File: src/rtl/blur_pkg.sv
// Shared constants and state encoding for the 3x3 binomial blur engine.
package blur_pkg;

   localparam int TAP_COUNT    = 9;
   localparam int KERNEL_SHIFT = 4;
   localparam int ROUND_BIAS   = 8;

   localparam logic [2:0] KERNEL_WEIGHT [TAP_COUNT] = '{
      3'd1, 3'd2, 3'd1,
      3'd2, 3'd4, 3'd2,
      3'd1, 3'd2, 3'd1
   };

   typedef enum logic [1:0] {
      IDLE,
      ISSUE,
      DRAIN
   } blur_state_t;

endpackage

File: src/rtl/blur_tap_addr_gen.sv
// Combinational tap generator: maps centre (cx, cy) and tap index k to a
// clamped source address, kernel weight, out-of-image flag and last-tap flag.
module blur_tap_addr_gen
   import blur_pkg::*;
#(
   parameter int WIDTH  = 64,
   parameter int HEIGHT = 64
) (
   input  logic [$clog2(WIDTH)-1:0]        cx,
   input  logic [$clog2(HEIGHT)-1:0]       cy,
   input  logic [3:0]                      k,
   output logic [$clog2(WIDTH*HEIGHT)-1:0] addr,
   output logic [2:0]                      weight,
   output logic                            oob,
   output logic                            last
);

   localparam int XW = $clog2(WIDTH);
   localparam int YW = $clog2(HEIGHT);
   localparam int AW = $clog2(WIDTH*HEIGHT);

   logic [1:0]    row;
   logic [1:0]    col;
   logic [XW-1:0] tx;
   logic [YW-1:0] ty;
   logic          oob_x;
   logic          oob_y;

   always_comb begin
      row = 2'd1;
      col = 2'd1;
      case (k)
         4'd0: begin row = 2'd0; col = 2'd0; end
         4'd1: begin row = 2'd0; col = 2'd1; end
         4'd2: begin row = 2'd0; col = 2'd2; end
         4'd3: begin row = 2'd1; col = 2'd0; end
         4'd4: begin row = 2'd1; col = 2'd1; end
         4'd5: begin row = 2'd1; col = 2'd2; end
         4'd6: begin row = 2'd2; col = 2'd0; end
         4'd7: begin row = 2'd2; col = 2'd1; end
         4'd8: begin row = 2'd2; col = 2'd2; end
         default: begin row = 2'd1; col = 2'd1; end
      endcase

      // Out-of-image taps replicate the nearest edge pixel.
      tx    = cx;
      oob_x = 1'b0;
      if (col == 2'd0) begin
         oob_x = (cx == '0);
         if (!oob_x) tx = cx - XW'(1);
      end else if (col == 2'd2) begin
         oob_x = (cx == XW'(WIDTH-1));
         if (!oob_x) tx = cx + XW'(1);
      end

      ty    = cy;
      oob_y = 1'b0;
      if (row == 2'd0) begin
         oob_y = (cy == '0);
         if (!oob_y) ty = cy - YW'(1);
      end else if (row == 2'd2) begin
         oob_y = (cy == YW'(HEIGHT-1));
         if (!oob_y) ty = cy + YW'(1);
      end

      addr   = AW'(ty) * AW'(WIDTH) + AW'(tx);
      weight = (k < 4'(TAP_COUNT)) ? KERNEL_WEIGHT[k] : 3'd0;
      oob    = oob_x | oob_y;
      last   = (k == 4'(TAP_COUNT-1));
   end

endmodule

File: src/rtl/image_blur_full.sv
// Full-resolution 3x3 binomial blur, source BRAM to destination BRAM.
// Build option BLUR_ZERO_PAD_EN: zero-weight out-of-image taps instead of edge replication.
module image_blur_full
   import blur_pkg::*;
#(
   parameter int BIT_DEPTH = 8,
   parameter int WIDTH     = 64,
   parameter int HEIGHT    = 64
) (
   input  logic                            clk_in,
   input  logic                            rst_in,
   output logic [$clog2(WIDTH*HEIGHT)-1:0] ext_read_addr,
   output logic                            ext_read_addr_valid,
   input  logic [BIT_DEPTH-1:0]            ext_pixel_in,
   output logic [$clog2(WIDTH*HEIGHT)-1:0] ext_write_addr,
   output logic                            ext_write_valid,
   output logic [BIT_DEPTH-1:0]            ext_pixel_out,
   input  logic                            start_in,
   output logic                            blur_done,
   output logic                            busy_out,
   output logic [$clog2(WIDTH)-1:0]        out_x_used,
   output logic [$clog2(HEIGHT)-1:0]       out_y_used
);

   // state | meaning
   // IDLE  | waiting for start_in
   // ISSUE | one tap read per cycle, raster order over all centres
   // DRAIN | last read issued, waiting for the final write

   localparam int XW    = $clog2(WIDTH);
   localparam int YW    = $clog2(HEIGHT);
   localparam int AW    = $clog2(WIDTH*HEIGHT);
   localparam int ACC_W = BIT_DEPTH + 4;

`ifdef BLUR_ZERO_PAD_EN
   localparam bit ZERO_PAD = 1'b1;
`else
   localparam bit ZERO_PAD = 1'b0;
`endif

   blur_state_t state, state_nxt;

   logic [XW-1:0]    cx;
   logic [YW-1:0]    cy;
   logic [3:0]       k;
   logic [AW-1:0]    tap_addr;
   logic [2:0]       tap_w_raw;
   logic [2:0]       tap_w;
   logic             tap_oob;
   logic             tap_last;
   logic             issue;
   logic             issue_final;

   logic             s1_valid, s1_first, s1_last, s1_final;
   logic [2:0]       s1_w;
   logic [XW-1:0]    s1_cx;
   logic [YW-1:0]    s1_cy;
   logic             s2_valid, s2_first, s2_last, s2_final;
   logic [2:0]       s2_w;
   logic [XW-1:0]    s2_cx;
   logic [YW-1:0]    s2_cy;

   logic [ACC_W-1:0] acc;
   logic [ACC_W-1:0] prod;
   logic [ACC_W-1:0] sum;
   logic [ACC_W-1:0] rounded;

   blur_tap_addr_gen #(
      .WIDTH  (WIDTH),
      .HEIGHT (HEIGHT)
   ) u_tap_gen (
      .cx     (cx),
      .cy     (cy),
      .k      (k),
      .addr   (tap_addr),
      .weight (tap_w_raw),
      .oob    (tap_oob),
      .last   (tap_last)
   );

   // Zero-pad still reads the clamped address so issue timing never changes.
   assign tap_w       = (ZERO_PAD && tap_oob) ? 3'd0 : tap_w_raw;
   assign issue       = (state == ISSUE);
   assign issue_final = issue && tap_last && (cx == XW'(WIDTH-1)) && (cy == YW'(HEIGHT-1));

   assign ext_read_addr       = issue ? tap_addr : '0;
   assign ext_read_addr_valid = issue;
   assign busy_out            = (state != IDLE);

   assign prod    = ACC_W'(s2_w) * ACC_W'(ext_pixel_in);
   assign sum     = s2_first ? prod : (acc + prod);
   assign rounded = sum + ACC_W'(ROUND_BIAS);

   always_comb begin
      state_nxt = state;
      case (state)
         IDLE:    if (start_in)    state_nxt = ISSUE;
         ISSUE:   if (issue_final) state_nxt = DRAIN;
         DRAIN:   if (blur_done)   state_nxt = IDLE;
         default:                  state_nxt = IDLE;
      endcase
   end

   always_ff @(posedge clk_in) begin
      if (rst_in) begin
         state           <= IDLE;
         cx              <= '0;
         cy              <= '0;
         k               <= '0;
         s1_valid        <= 1'b0;
         s1_first        <= 1'b0;
         s1_last         <= 1'b0;
         s1_final        <= 1'b0;
         s1_w            <= '0;
         s1_cx           <= '0;
         s1_cy           <= '0;
         s2_valid        <= 1'b0;
         s2_first        <= 1'b0;
         s2_last         <= 1'b0;
         s2_final        <= 1'b0;
         s2_w            <= '0;
         s2_cx           <= '0;
         s2_cy           <= '0;
         acc             <= '0;
         ext_pixel_out   <= '0;
         ext_write_addr  <= '0;
         ext_write_valid <= 1'b0;
         blur_done       <= 1'b0;
         out_x_used      <= '0;
         out_y_used      <= '0;
      end else begin
         state <= state_nxt;

         if (issue) begin
            if (tap_last) begin
               k <= '0;
               if (cx == XW'(WIDTH-1)) begin
                  cx <= '0;
                  cy <= (cy == YW'(HEIGHT-1)) ? '0 : cy + YW'(1);
               end else begin
                  cx <= cx + XW'(1);
               end
            end else begin
               k <= k + 4'd1;
            end
         end

         // Two-stage tap pipe lines weight and flags up with BRAM read latency.
         s1_valid <= issue;
         s1_first <= issue && (k == 4'd0);
         s1_last  <= issue && tap_last;
         s1_final <= issue_final;
         s1_w     <= tap_w;
         s1_cx    <= cx;
         s1_cy    <= cy;

         s2_valid <= s1_valid;
         s2_first <= s1_first;
         s2_last  <= s1_last;
         s2_final <= s1_final;
         s2_w     <= s1_w;
         s2_cx    <= s1_cx;
         s2_cy    <= s1_cy;

         ext_write_valid <= 1'b0;
         blur_done       <= 1'b0;
         if (s2_valid) begin
            acc <= sum;
            if (s2_last) begin
               ext_pixel_out   <= BIT_DEPTH'(rounded >> KERNEL_SHIFT);
               ext_write_addr  <= AW'(s2_cy) * AW'(WIDTH) + AW'(s2_cx);
               ext_write_valid <= 1'b1;
               out_x_used      <= s2_cx;
               out_y_used      <= s2_cy;
               blur_done       <= s2_final;
            end
         end
      end
   end

endmodule

File: config.mk
export PLATFORM = sky130hd
export DESIGN_NAME = image_blur_full
export DESIGN_NICKNAME = d
export VERILOG_FILES = /design/src/rtl/blur_pkg.sv /design/src/rtl/blur_tap_addr_gen.sv /design/src/rtl/image_blur_full.sv
export SDC_FILE = /design/constraint.sdc
export NUM_CORES = 1
export LEC_CHECK = 0
export CORE_ASPECT_RATIO = 2
export CORE_MARGIN = 3
export CORE_UTILIZATION = 34
export CTS_BUF_LIST = sky130_fd_sc_hd__clkbuf_16
export DETAILED_ROUTE_END_ITERATION = 10
export PLACE_DENSITY_LB_ADDON = 0.15
export SETUP_SLACK_MARGIN = 0.15
export SLEW_MARGIN = 5
export SYNTH_ARGS = -nofsm -noshare
export SYNTH_HDL_FRONTEND = slang
export SYNTH_HIERARCHICAL = 1
export SYNTH_SLANG_ARGS = --single-unit
export TNS_END_PERCENT = 1
File: constraint.sdc
create_clock -name clk_in -period 4.4 [get_ports clk_in]
set_clock_uncertainty 0.05 [all_clocks]
set_input_delay 0.88 -clock clk_in [delete_from_list [all_inputs] [get_ports clk_in]]
set_output_delay 0.88 -clock clk_in [all_outputs]
set_load 0.05 [all_outputs]
# Word level (Yosys, flattened, before mapping)
# Memories as Yosys holds them, arrays and structs flattened. A register that Yosys moved wholly into a read port is not among the register bits.
# Cells that the tools add are included.
[totals] n_memories=2 in_bits=11 latchBits=0 mem_bits_ro=112 regBits=99 mem_bits_rw=0
[classes] muxes=20 reduce_logical=18 n_eq_ne=10 add_sub_neg=9 n_lt_le_gt_ge=1 n_mul=1 bitwise=4 shifts=0 div=0
[memory_table] memory="(name not given)" depth=16 word_bits=4 rd=1 rd_clocked_by_memory_dff=1 wr=0 line_no="blur_tap_addr_gen.sv:32" source="case (k)"
[memory_table] memory="(name not given)" depth=16 word_bits=3 rd=1 rd_clocked_by_memory_dff=1 wr=0 line_no="blur_tap_addr_gen.sv:67" source="weight = (k < 4'(TAP_COUNT)) ? KERNEL_WEIGHT[k] : 3'd0;"
[op_table] cell="6-bit two-way mux" n=10
[op_table] cell="12-bit by 6-bit adder with 12-bit output" n=2
[op_table] cell="12-bit two-way mux" n=2
[op_table] cell="12-bit by 11-bit adder with 12-bit output" n=1
[op_table] cell="12-bit by 4-bit adder with 12-bit output, second input constant" n=1
[op_table] cell="6-bit by 1-bit adder with 6-bit output, second input constant" n=2
[op_table] cell="6-bit equality test, second input constant" n=2
[op_table] cell="6-bit logical NOT" n=2
[op_table] cell="4-bit two-way mux" n=3
[op_table] cell="6-bit by 1-bit subtractor with 6-bit output, second input constant" n=2
[op_table] cell="3-bit by 8-bit multiplier with 11-bit output" n=1
[op_table] cell="2-bit equality test, second input constant" n=3
[op_table] cell="2-bit logical NOT" n=3
[op_table] cell="2-bit two-way mux" n=3
[op_table] cell="2-bit case mux with 3 select lines" n=1
[op_table] cell="3-bit AND reduction" n=2
[op_table] cell="4-bit inverter with 5-bit output" n=1
[op_table] cell="4-bit by 1-bit adder with 4-bit output, second input constant" n=1
[op_table] cell="4-bit equality test, second input constant" n=1
[op_table] cell="1-bit logical AND" n=4
[op_table] cell="4-bit logical NOT" n=1
[op_table] cell="4-bit less-than comparator, second input constant" n=1
[op_table] cell="2-bit inequality test, second input constant" n=2
[op_table] cell="2-bit AND reduction" n=2
[op_table] cell="other kinds (7)" n=10

# Longest topological paths before layout
# Gate-level depths: netlist of run 1.
[logic_depth] depth_word=6 ltp_mapped=18 depth_no_buf=18

# Hierarchy
# Netlist of run 1, hierarchy kept.
[by_module_without_submodules] module="image_blur_full" area_per_inst_um2=4675.7 instances=1 cells_each=538
[by_module_without_submodules] module="blur_tap_addr_gen" area_per_inst_um2=853.3 instances=1 cells_each=131

# Worst setup path before layout of run 1
# No wires, ideal clock.
[synth_path] path_kind="input to register" startpoint="input port ext_pixel_in[0]" endpoint="register ext_pixel_out[7]" path_buffers=0 t_arrival_ps=4628 setup_slack_ps=-357 required_ps=4271 cell_stages=18 path_cell_list="and2_1 > fa_1 > ha_1 > fa_1 > a211oi_1 > nor2_1 > o21a_1 > nor2_1 > xnor2_1 > ha_1 > inv_1 > nor2_1 > a211oi_1 > a311oi_2 > and4b_1 > nand4_2 > xnor2_1 > a211oi_2"
[synth_via] elab_chain_cells=4
[synth_rtl] item="from (decl)" line_no="image_blur_full.sv:14" source="input logic [BIT_DEPTH-1:0] ext_pixel_in,"
[synth_rtl] item="3-bit by 8-bit multiplier with 11-bit output *" line_no="image_blur_full.sv:90" source="assign prod = ACC_W'(s2_w) * ACC_W'(ext_pixel_in);"
[synth_rtl] item="12-bit by 11-bit adder with 12-bit output" line_no="image_blur_full.sv:91" source="assign sum = s2_first ? prod : (acc + prod);"
[synth_rtl] item="12-bit two-way mux *" line_no="image_blur_full.sv:91"
[synth_rtl] item="12-bit by 4-bit adder with 12-bit output *" line_no="image_blur_full.sv:92" source="assign rounded = sum + ACC_W'(ROUND_BIAS);"
[synth_rtl] item="to (signal assigned)" line_no="image_blur_full.sv:170" source="ext_pixel_out <= BIT_DEPTH'(rounded >> KERNEL_SHIFT);"
[synth_rtl] item="to (decl)" line_no="image_blur_full.sv:17" source="output logic [BIT_DEPTH-1:0] ext_pixel_out,"
# Every way passes the cells marked *; elsewhere a longest branch is shown, timed or not.
# A chain may end at the register's enable or synchronous reset.

# Final worst setup path of run 1
[layout_path] startpoint="input port ext_pixel_in[0]" endpoint="register ext_pixel_out[6]"
# Same word-level chain as after synthesis.

==> results of run 1 <==
==> path summary, 6_finish.rpt <==
check,end
worst min-delay path,s2_cy[5]
worst min register to register,s2_cy[5]
worst max register to register,ext_pixel_out[6]
worst max-delay path,ext_pixel_out[6]
==> worst max-delay path: stages <==
cell	delay, ns
buf_6	0.09
and2_4	0.15
fa_1	0.58
ha_4	0.16
fa_2	0.46
ha_1	0.38
a21o_1	0.23
a22o_1	0.25
o41a_1	0.39
nor4b_2	0.32
a211o_4	0.20
nand4_1	0.11
or3_1	0.33
o311ai_1	0.07
==> state kept, by name, indices dropped and copies added, names as in the netlist, 6 cells and up <==
signal          flops
acc                12
cx                  6
cy                  6
ext_pixel_out       8
ext_write_addr     12
s1_cx               6
s1_cy               6
s2_cx               6
s2_cy               6
==> layer usage <==
layer  GRT usage, %  vias to the layer above  part of all wire (%)  routed length, um
met1           17.1                     2290                    39               5520
met5              0                        -                     0                  0
li1               -                     2486                     -                  -
met3           1.93                       20                   3.3                464
met4           8.21                        0                   2.3                327
met2           30.0                      104                    56               7880
==> area by class of cell <==
cell class	instances	area, um2	area share [%]
clock buffer	9	225	3.14
clock inverter	7	52.6	0.733
inverter	30	113	1.57
multi-input combinational	504	3680	51.3
sequential	90	1800	25.1
tap	201	251	3.51
timing repair buffer	120	1050	14.6
==> repair_timing <==
| item | in CTS | in global routing |
|---|---|---|
| resized for setup | 42 | 37 |
| buffers inserted | 7 | 4 |
| setup endpoints to repair | 15 | 17 |
| pin swaps | 27 | 22 |
| hold buffers | 0 | 0 |
==> through the flow <==
stage | cells | utilization [%] | power, uW | setup slack (ns) | setup TNS [ns]
after floorplan | 668 | - | 962 | -0.131 | -0.263
after global placement | 934 | 41.1 | 1030 | -0.780 | -8.12
after detailed placement | 934 | 41.1 | 1030 | -0.855 | -9.04
after CTS | 957 | 43.9 | 1760 | -0.0620 | -0.0620
after global routing | 961 | 45.2 | 1830 | -0.200 | -0.642
final | 961 | 45.2 | 1750 | -0.00794 | -0.00794
==> where the power goes <==
| group | internal [uW] | switching [uW] | total [uW] |
|---|---|---|---|
| Clock | 387 | 326 | 712 |
| Combinational | 91.9 | 109 | 201 |
| Sequential | 823 | 12.7 | 836 |
==> metrics.md, run 1 <==
| Metric | Value |
|---|---|
| Status | finished with violations |
| Violations in the final reports | setup timing |
| Final worst path period share | 100% |
| Via count | 4900 |
| Design Area, Final | 7170 um2 |
| Routed len/inst | 14.8 um |
| GP Congestion | 0.827 |
| Crit start category | primary input |
| R2R setup slack | 0.14 ns |
| DIE WIDTH | 96.1 um |
| Global-route wire length before repair | 23000 um |
| Fmax | 227 MHz |
| FF-to-FF path depth | 15 |
| Initial Util | 34.8% |
| Latest clock arrival within the worst-skew pair | 0.33 ns |
| Core area | 15900 um2 |
| Hold Crit Class | flip-flop to flip-flop |
| H-Tree Depth | 3 |
| Vias in the first global route | 4924 |
| CTS tree | done |
| Final setup viols | 1 |
| Nets@finish | 811 |
| Share of cells above drive strength 1 | 19.5% |
| Post-DP HPWL | 10200 um |
| Power density cells | 244 nW/um2 |
| Maximum vdd drop | 163 uV |
| DR iter-0 viols | 162 |
| Slew Viols, Final | 0 |
| Sink Count | 90 |
| Number of fill cells | 1568 |
| Root Driver | clkbuf_16 |
| Commonest non-fill, non-tap cell in the layout | dfxtp_1 |
| Num CTS Buffers | 9 |
| Max-slew headroom | 30.0% |
| Most frequent cells in the layout | 90 x dfxtp_1, 74 x nand2_1, 61 x buf_4 |
| Drt pass-1 iters | 4 |
| CTS Buffer Depth | 2 |
| Lkg Pwr | 0.00299 uW |
| Total gr overflow | 0 |
| ANT cells | 0 |
| CP Data Required Time | 4.59 ns |
| IO buf count | 58 |
| Die area | 17900 um2 |
| Largest net degree at the start of global routing | 49 |
| CP max FO | 6 |
| Drt via density | 5.10 |
| Setup CP Type | primary input to flip-flop |
| P&R area growth vs syn | 29.9% |
| Site Rows | 65 |
| Syn_area_per_cell | 8.26 um2 |
| Mapped Cells | 668 |
| Antenna viol nets, final | 0 |
| Max Cap Viol | 0 |
| GRT Util Overall | 16.1% |
| Num ports | 59 |
| Synthesis Warnings | 6 |
| R2R Path Start | s2_w[0] |
| Setup ws final | -0.00794 ns |
| DP Area | 6530 um2 |
| Netlist Area Pre-Place | 5520 um2 |
| Hold path start | s1_cy[5] |
| Crit. End Element | flip-flop |
| Final hold vios | 0 |
| RSZ-0062 raised after global routing | true |
| DRC violations left | 0 |
| WP data arrival | 4.60 ns |
| DRT Wirelength | 14200 um |
| Die H | 186 um |
| Worst Setup SP | ext_pixel_in[0] |
| Worst Tran Pin Value | 1.05 ns |
| Initial antenna violation count | 0 |
| Min Tclk post-route | 4.41 ns |
| Hold Path Cell Cnt | 1 |
| Hold_ws | 0.386 ns |
| Clock-pin slew on the worst setup and hold paths | 0.06 ns |
| Syn Nets | 724 |
Power figures use the tool's default switching activity.
==> run 2: changes to the inputs <==
- CORE_UTILIZATION: 34 -> 40
- SYNTH_HIERARCHICAL: 1 -> not set
==> run 2 against run 1 <==
The flow still finishes with violations (setup timing). Via count up 1.8%. Hold slack got worse by 0.0015 ns. Design area about the same. Non-clock buffer count up 17. Area after synthesis is 1.7% lower. Sequential power is 5.5% higher. Critical path depth rose by 4. Clock power grew 7.3%.
==> metrics.md, run 2 <==
| Metric | Value |
|---|---|
| Status | finished with violations |
| Lkg Pwr | 0.00293 uW |
| Most frequent cells in the layout | 94 x dfxtp_1, 88 x nand2_1, 74 x buf_4 |
| Metal2 WL | 8470 um |
| Met1 wire length | 5380 um |
| Register area share after synthesis | 34.7% |
| Power density cells | 267 nW/um2 |
| Initial antenna violation count | 0 |
| Netlist Area Pre-Place | 5430 um2 |
| Num CTS Buffers | 9 |
| Design Area, Final | 7160 um2 |
| RSZ-0062 raised after global routing | true |
| GRT Util Overall | 19.8% |
| Antenna viol nets, final | 0 |
| DR iter-0 viols | 164 |
| Commonest non-fill, non-tap cell in the layout | dfxtp_1 |
| Number of synthesized flops with an enable pin | 0 |
| Routed len/inst | 15.8 um |
| Primary FF master, synth | dfxtp_1 |
| Sink Count | 94 |
| Post-synthesis cell type count | 60 |
| Syn Nets | 733 |
| Post-synthesis compound-gate area fraction | 17.1% |
| Violations in the final reports | setup timing |
| DP Area | 6410 um2 |
| Site Rows | 59 |
| Synth Area in XOR/XNOR | 3.71% |
| P&R area growth vs syn | 32.0% |
| Number of fill cells | 1228 |
| CTS tree | done |
| Die H | 171 um |
| Initial Util | 41.3% |
| Latest clock arrival within the worst-skew pair | 0.34 ns |
| Max-slew headroom | 39.7% |
| Largest net degree at the start of global routing | 77 |
| Maximum vdd drop | 214 uV |
| Drt pass-1 iters | 7 |
| Drt via density | 5.34 |
| Crit start category | primary input |
| DRC violations left | 0 |
| Biggest regs | acc (12), ext_write_addr (12), ext_pixel_out (8) |
| H-Tree Depth | 3 |
| Area leader, netlist | dfxtp_1 |
| Most instantiated cells after synthesis | 94 x dfxtp_1, 90 x nand2_1, 64 x nor2_1 |
| Min Tclk post-route | 4.80 ns |
| Core area | 13100 um2 |
| CP max FO | 3 |
| Clock-pin slew on the worst setup and hold paths | 0.07 ns |
| Slew Viols, Final | 0 |
| R2R Path Start | s2_w[0] |
| Synth top area share | 34.7% |
| CTS Buffer Depth | 2 |
| Top cells by area, synth | dfxtp_1 35%, ha_1 9.0%, nand2_1 6.2% |
| Max Cap Viol | 0 |
| Setup CP Type | primary input to flip-flop |
| Nets@finish | 834 |
| Global-route wire length before repair | 23500 um |
| DR top layer | met4 |
| Worst Tran Pin Value | 0.903 ns |
| DIE WIDTH | 88.4 um |
| Total gr overflow | 0 |
| Synth Area in Adders | 11.9% |
| Ys async rst share | 0% |
| Hold_ws | 0.384 ns |
| Vias in the first global route | 4952 |
| Fmax | 208 MHz |
| Yosys reg bits | 94 |
| Post-DP HPWL | 10900 um |
| DRT Wirelength | 14700 um |
| WP data arrival | 4.99 ns |
| Hold Crit Class | flip-flop to flip-flop |
| Synth Area in Simple Gates | 24.0% |
| GP Congestion | 0.941 |
| IO buf count | 58 |
| Most frequent cell after synthesis | dfxtp_1 |
| Worst Setup SP | ext_pixel_in[0] |
| Via count | 4986 |
| Final setup viols | 6 |
| Final worst path period share | 109% |
| Post-synthesis mux area share | 1.68% |
| ANT cells | 0 |
| Root Driver | clkbuf_16 |
| Synthesis Warnings | 0 |
| Largest family of logic cells by synthesized area | simple AND/OR/NAND/NOR gates |
| Final hold vios | 0 |
| Crit. End Element | flip-flop |
| Wire length on met3 | 416 um |
| Syn_area_per_cell | 8.04 um2 |
| Setup ws final | -0.402 ns |
| CP Data Required Time | 4.59 ns |
| Mapped Cells | 675 |
| Die area | 15100 um2 |
| Share of cells above drive strength 1 | 20.6% |
| Hold path start | s2_final |
| Num ports | 59 |
| Tot Pwr | 1910 uW |
==> run 2: metrics by stage <==
stage | instances | util [%] | TNS [ns] | setup WS (ns)
floorplan | 675 | - | -0.539 | -0.393
global placement | 893 | 48.8 | -7.96 | -1.03
detailed placement | 893 | 48.8 | -8.84 | -1.10
CTS | 930 | 53.5 | -0.692 | -0.344
global route | 933 | 54.5 | -2.40 | -0.501
finish | 933 | 54.5 | -1.20 | -0.402
==> run 2: kinds of logic after synthesis <==
family / count (synthesis)
compound gates: 148
fa+ha+maj: 47
mux: 9
simple gates: 272
xor+xnor: 23
flops: 94
buf+inv: 82
==> run 2: report_power, final <==
| group | leakage (uW) | total, uW | internal (uW) | switching (uW) |
|---|---|---|---|---|
| registers | 0.000760 | 882 | 863 | 19.2 |
| clock network | 0.000144 | 764 | 402 | 362 |
| logic | 0.00203 | 269 | 129 | 139 |
| total | 0.00293 | 1910 | 1390 | 521 |
==> run 2: final cells by class <==
type / instances / area, um2 / share of cell area (%)
clock inverter: 7 / 77.6 / 1.08
tap: 152 / 190 / 2.65
multi-input combinational: 499 / 3470 / 48.4
timing repair buffer: 137 / 1190 / 16.6
sequential: 94 / 1880 / 26.3
inverter: 35 / 131 / 1.83
clock buffer: 9 / 225 / 3.14
==> run 2: repair_timing <==
action,in CTS,in global routing
endpoints found under the setup margin,12,12
pin swaps,45,21
hold buffers,0,0
resized for setup,51,20
setup buffers,21,3
==> run 2: worst max-delay path, stage by stage <==
cell and delay (ns):
buf_6 0.09, and2_4 0.15, fa_1 0.49, ha_2 0.20, fa_2 0.38, a211oi_2 0.22
o21bai_1 0.12, a21oi_2 0.20, xnor2_2 0.13, ha_1 0.39, and3_4 0.21, nand3_2 0.08
buf_6 0.15, nand4_1 0.06, o211ai_1 0.14, or4_4 0.52, or3_4 0.35, a311oi_2 0.23
==> run 2: path summary, 6_finish.rpt <==
kind / end / slack (ns) / cells after the start
setup / recovery: ext_pixel_out[7] / -0.40 / 18
hold / removal: blur_done / 0.38 / 1
setup reg to reg: ext_pixel_out[7] / -0.20 / 17
hold reg to reg: blur_done / 0.38 / 1
==> run 2: per-layer routing <==
layer | up-vias | track usage (%)
met5 | - | 0
met1 | 2362 | 20.0
met3 | 26 | 3.18
met2 | 95 | 38.6
li1 | 2503 | -
met4 | 0 | 8.03
==> run 3: changes to the inputs <==
- MAX_ROUTING_LAYER: not set -> met4
==> run 3 against run 2 <==
The run still ends with setup timing left. Wire length fell by 0.71%. Combinational power is 4% lower. Register-to-register slack better by 0.11 ns. Hold slack worse by 0.010 ns. Flip-flop and latch count unchanged. Sequential share of layout area is 0.34 points higher. Total power decreased by 1.7%. Non-clock buffer count decreased by 10. Critical path type unchanged. Critical endpoint unchanged.
==> metrics.md, run 3 (synthesis results as in run 2) <==
| Metric | Value |
|---|---|
| Critical path, cell by cell | buf_6, and2_4, fa_1, ha_2, fa_2, buf_12, xor2_4, ha_4, o21ai_2, buf_4, o21ai_0, and4b_1, or4_4, o21ai_4, or4_4, or3_1, a311oi_1 |
| Min Tclk post-route | 4.65 ns |
| CP dominant cell by count | or4_4 |
| Worst Tran Pin Value | 0.897 ns |
| Global-route wire length before repair | 23800 um |
| Setup ws final | -0.250 ns |
| RSZ-0062 raised after global routing | true |
| GR Layer Usage met2 | 38.2% |
| Multi-input gate area | 3470 um2 |
| Clock-pin slew on the worst setup and hold paths | 0.08 ns |
| Total gr overflow | 0 |
| ANT cells | 0 |
| IO buf count | 58 |
| Die H | 171 um |
| Most frequent cells in the layout | 94 x dfxtp_1, 89 x nand2_1, 67 x buf_4 |
| Number of fill cells | 1261 |
| Crit start category | primary input |
| DP Area | 6410 um2 |
| Maximum vdd drop | 239 uV |
| Share of cells above drive strength 1 | 19.3% |
| Hold_ws | 0.374 ns |
| H-Tree Depth | 3 |
| DRC violations left | 0 |
| Core area | 13100 um2 |
| Biggest regs | acc (12), ext_write_addr (12), ext_pixel_out (8) |
| Final hold vios | 0 |
| Max incr delay on CP | 0.53 ns |
| CTS tree | done |
| Slew Viols, Final | 0 |
| Initial Util | 41.3% |
| DR iter-0 viols | 159 |
| Violations in the final reports | setup timing |
| Status | finished with violations |
| Crit. End Element | flip-flop |
| CP max FO | 5 |
| CP Data Required Time | 4.61 ns |
| Nets@finish | 824 |
| P&R area growth vs syn | 30.3% |
| WP data arrival | 4.86 ns |
| Routed len/inst | 15.8 um |
| DRT Wirelength | 14600 um |
| Max-slew headroom | 40.1% |
| CTS Hold Bufs | 0 |
| Power density cells | 266 nW/um2 |
| Sink Count | 94 |
| FF/Latch Area | 1880 um2 |
| Site Rows | 59 |
| Design Area, Final | 7070 um2 |
| Slowest stage cell, crit path | or4_4 |
| Setup CP Type | primary input to flip-flop |
| Hold Crit Class | flip-flop to flip-flop |
| Final setup viols | 3 |
| CTS Buffer Depth | 2 |
| Final worst path period share | 106% |
| DIE WIDTH | 88.4 um |
| Vias in the first global route | 4941 |
| Grt peak-use layer | met2 |
| Lkg Pwr | 0.00287 uW |
| Drt pass-1 iters | 5 |
| Latest clock arrival within the worst-skew pair | 0.34 ns |
| Fmax | 215 MHz |
| Initial antenna violation count | 0 |
| Final core area utilization | 53.8% |
| GRT Util Overall | 20.6% |
| Largest net degree at the start of global routing | 58 |
| Commonest non-fill, non-tap cell in the layout | dfxtp_1 |
| Root Driver | clkbuf_16 |
| Post-DP HPWL | 10900 um |
| Via count | 4933 |
| Max Cap Viol | 0 |
| Num CTS Buffers | 9 |
| Met1 usage | 20.4% |
| Die area | 15100 um2 |
| Antenna viol nets, final | 0 |
| Drt via density | 5.34 |
| Met3 GRT Util | 2.70% |
| GP Congestion | 0.939 |
| Num ports | 59 |
-- run 3: cell count changes in the layout (fill, tap and decap cells not counted), sizes merged --
cell,change
clkdlybuf4s50,+1
clkinv,-2
clkinvlp,+1
dlygate4sd2,-1
inv,+1
buf,-10
-- run 3: power breakdown --
part           internal [uW]  switching (uW)
clock network            392             350
registers                863            18.6
logic                    121             137
-- run 3: per-stage QoR --
stage / worst slack, ns / TNS, ns / total power (uW) / std cells
global route: -0.368 / -1.11 / 1960 / 923
CTS: -0.252 / -0.344 / 1890 / 920
detailed placement: -1.07 / -8.43 / 1120 / 893
global placement: -0.973 / -7.57 / 1120 / 893
finish: -0.250 / -0.376 / 1880 / 923
floorplan: -0.393 / -0.539 / 1030 / 675
-- run 3: final timing paths --
kind	from	endpoint	slack, ns	cells past startpoint
setup / recovery	ext_pixel_in[1]	ext_pixel_out[7]	-0.25	17
hold / removal	s1_w[0]	s2_w[0]	0.37	1
setup reg to reg	s2_w[0]	ext_pixel_out[7]	-0.09	17
hold reg to reg	s1_w[0]	s2_w[0]	0.37	1
-- run 3: timing repair --
| item | CTS | global route |
|---|---|---|
| endpoints found under the setup margin | 12 | 11 |
| gates resized for setup | 55 | 16 |
| buffers inserted | 11 | 3 |
| pin swaps | 39 | 15 |
-- run 3: layout make-up --
cell class                 count  share of cell area (%)
multi-input combinational    499                    49.1
sequential                    94                    26.6
timing repair buffer         127                    15.8
clock buffer                   9                    3.18
tap                          152                    2.69
inverter                      35                    1.86
clock inverter                 7                   0.832
-- run 3: critical path, delay by kind of cell --
family / cells / cell delay (ns)
and+or+nand+nor: 5 / 1.42
adders and majority gates: 4 / 1.36
AOI/OAI and AO/OA: 4 / 0.67
buffers and inverters: 3 / 0.38
xor gates and xnor gates: 1 / 0.15
-- run 3: per-layer routing --
layer,share of wire [%],vias up
met3,2.5,34
li1,-,2485
met5,0,-
met1,37,2335
met4,4.3,0
met2,56,79
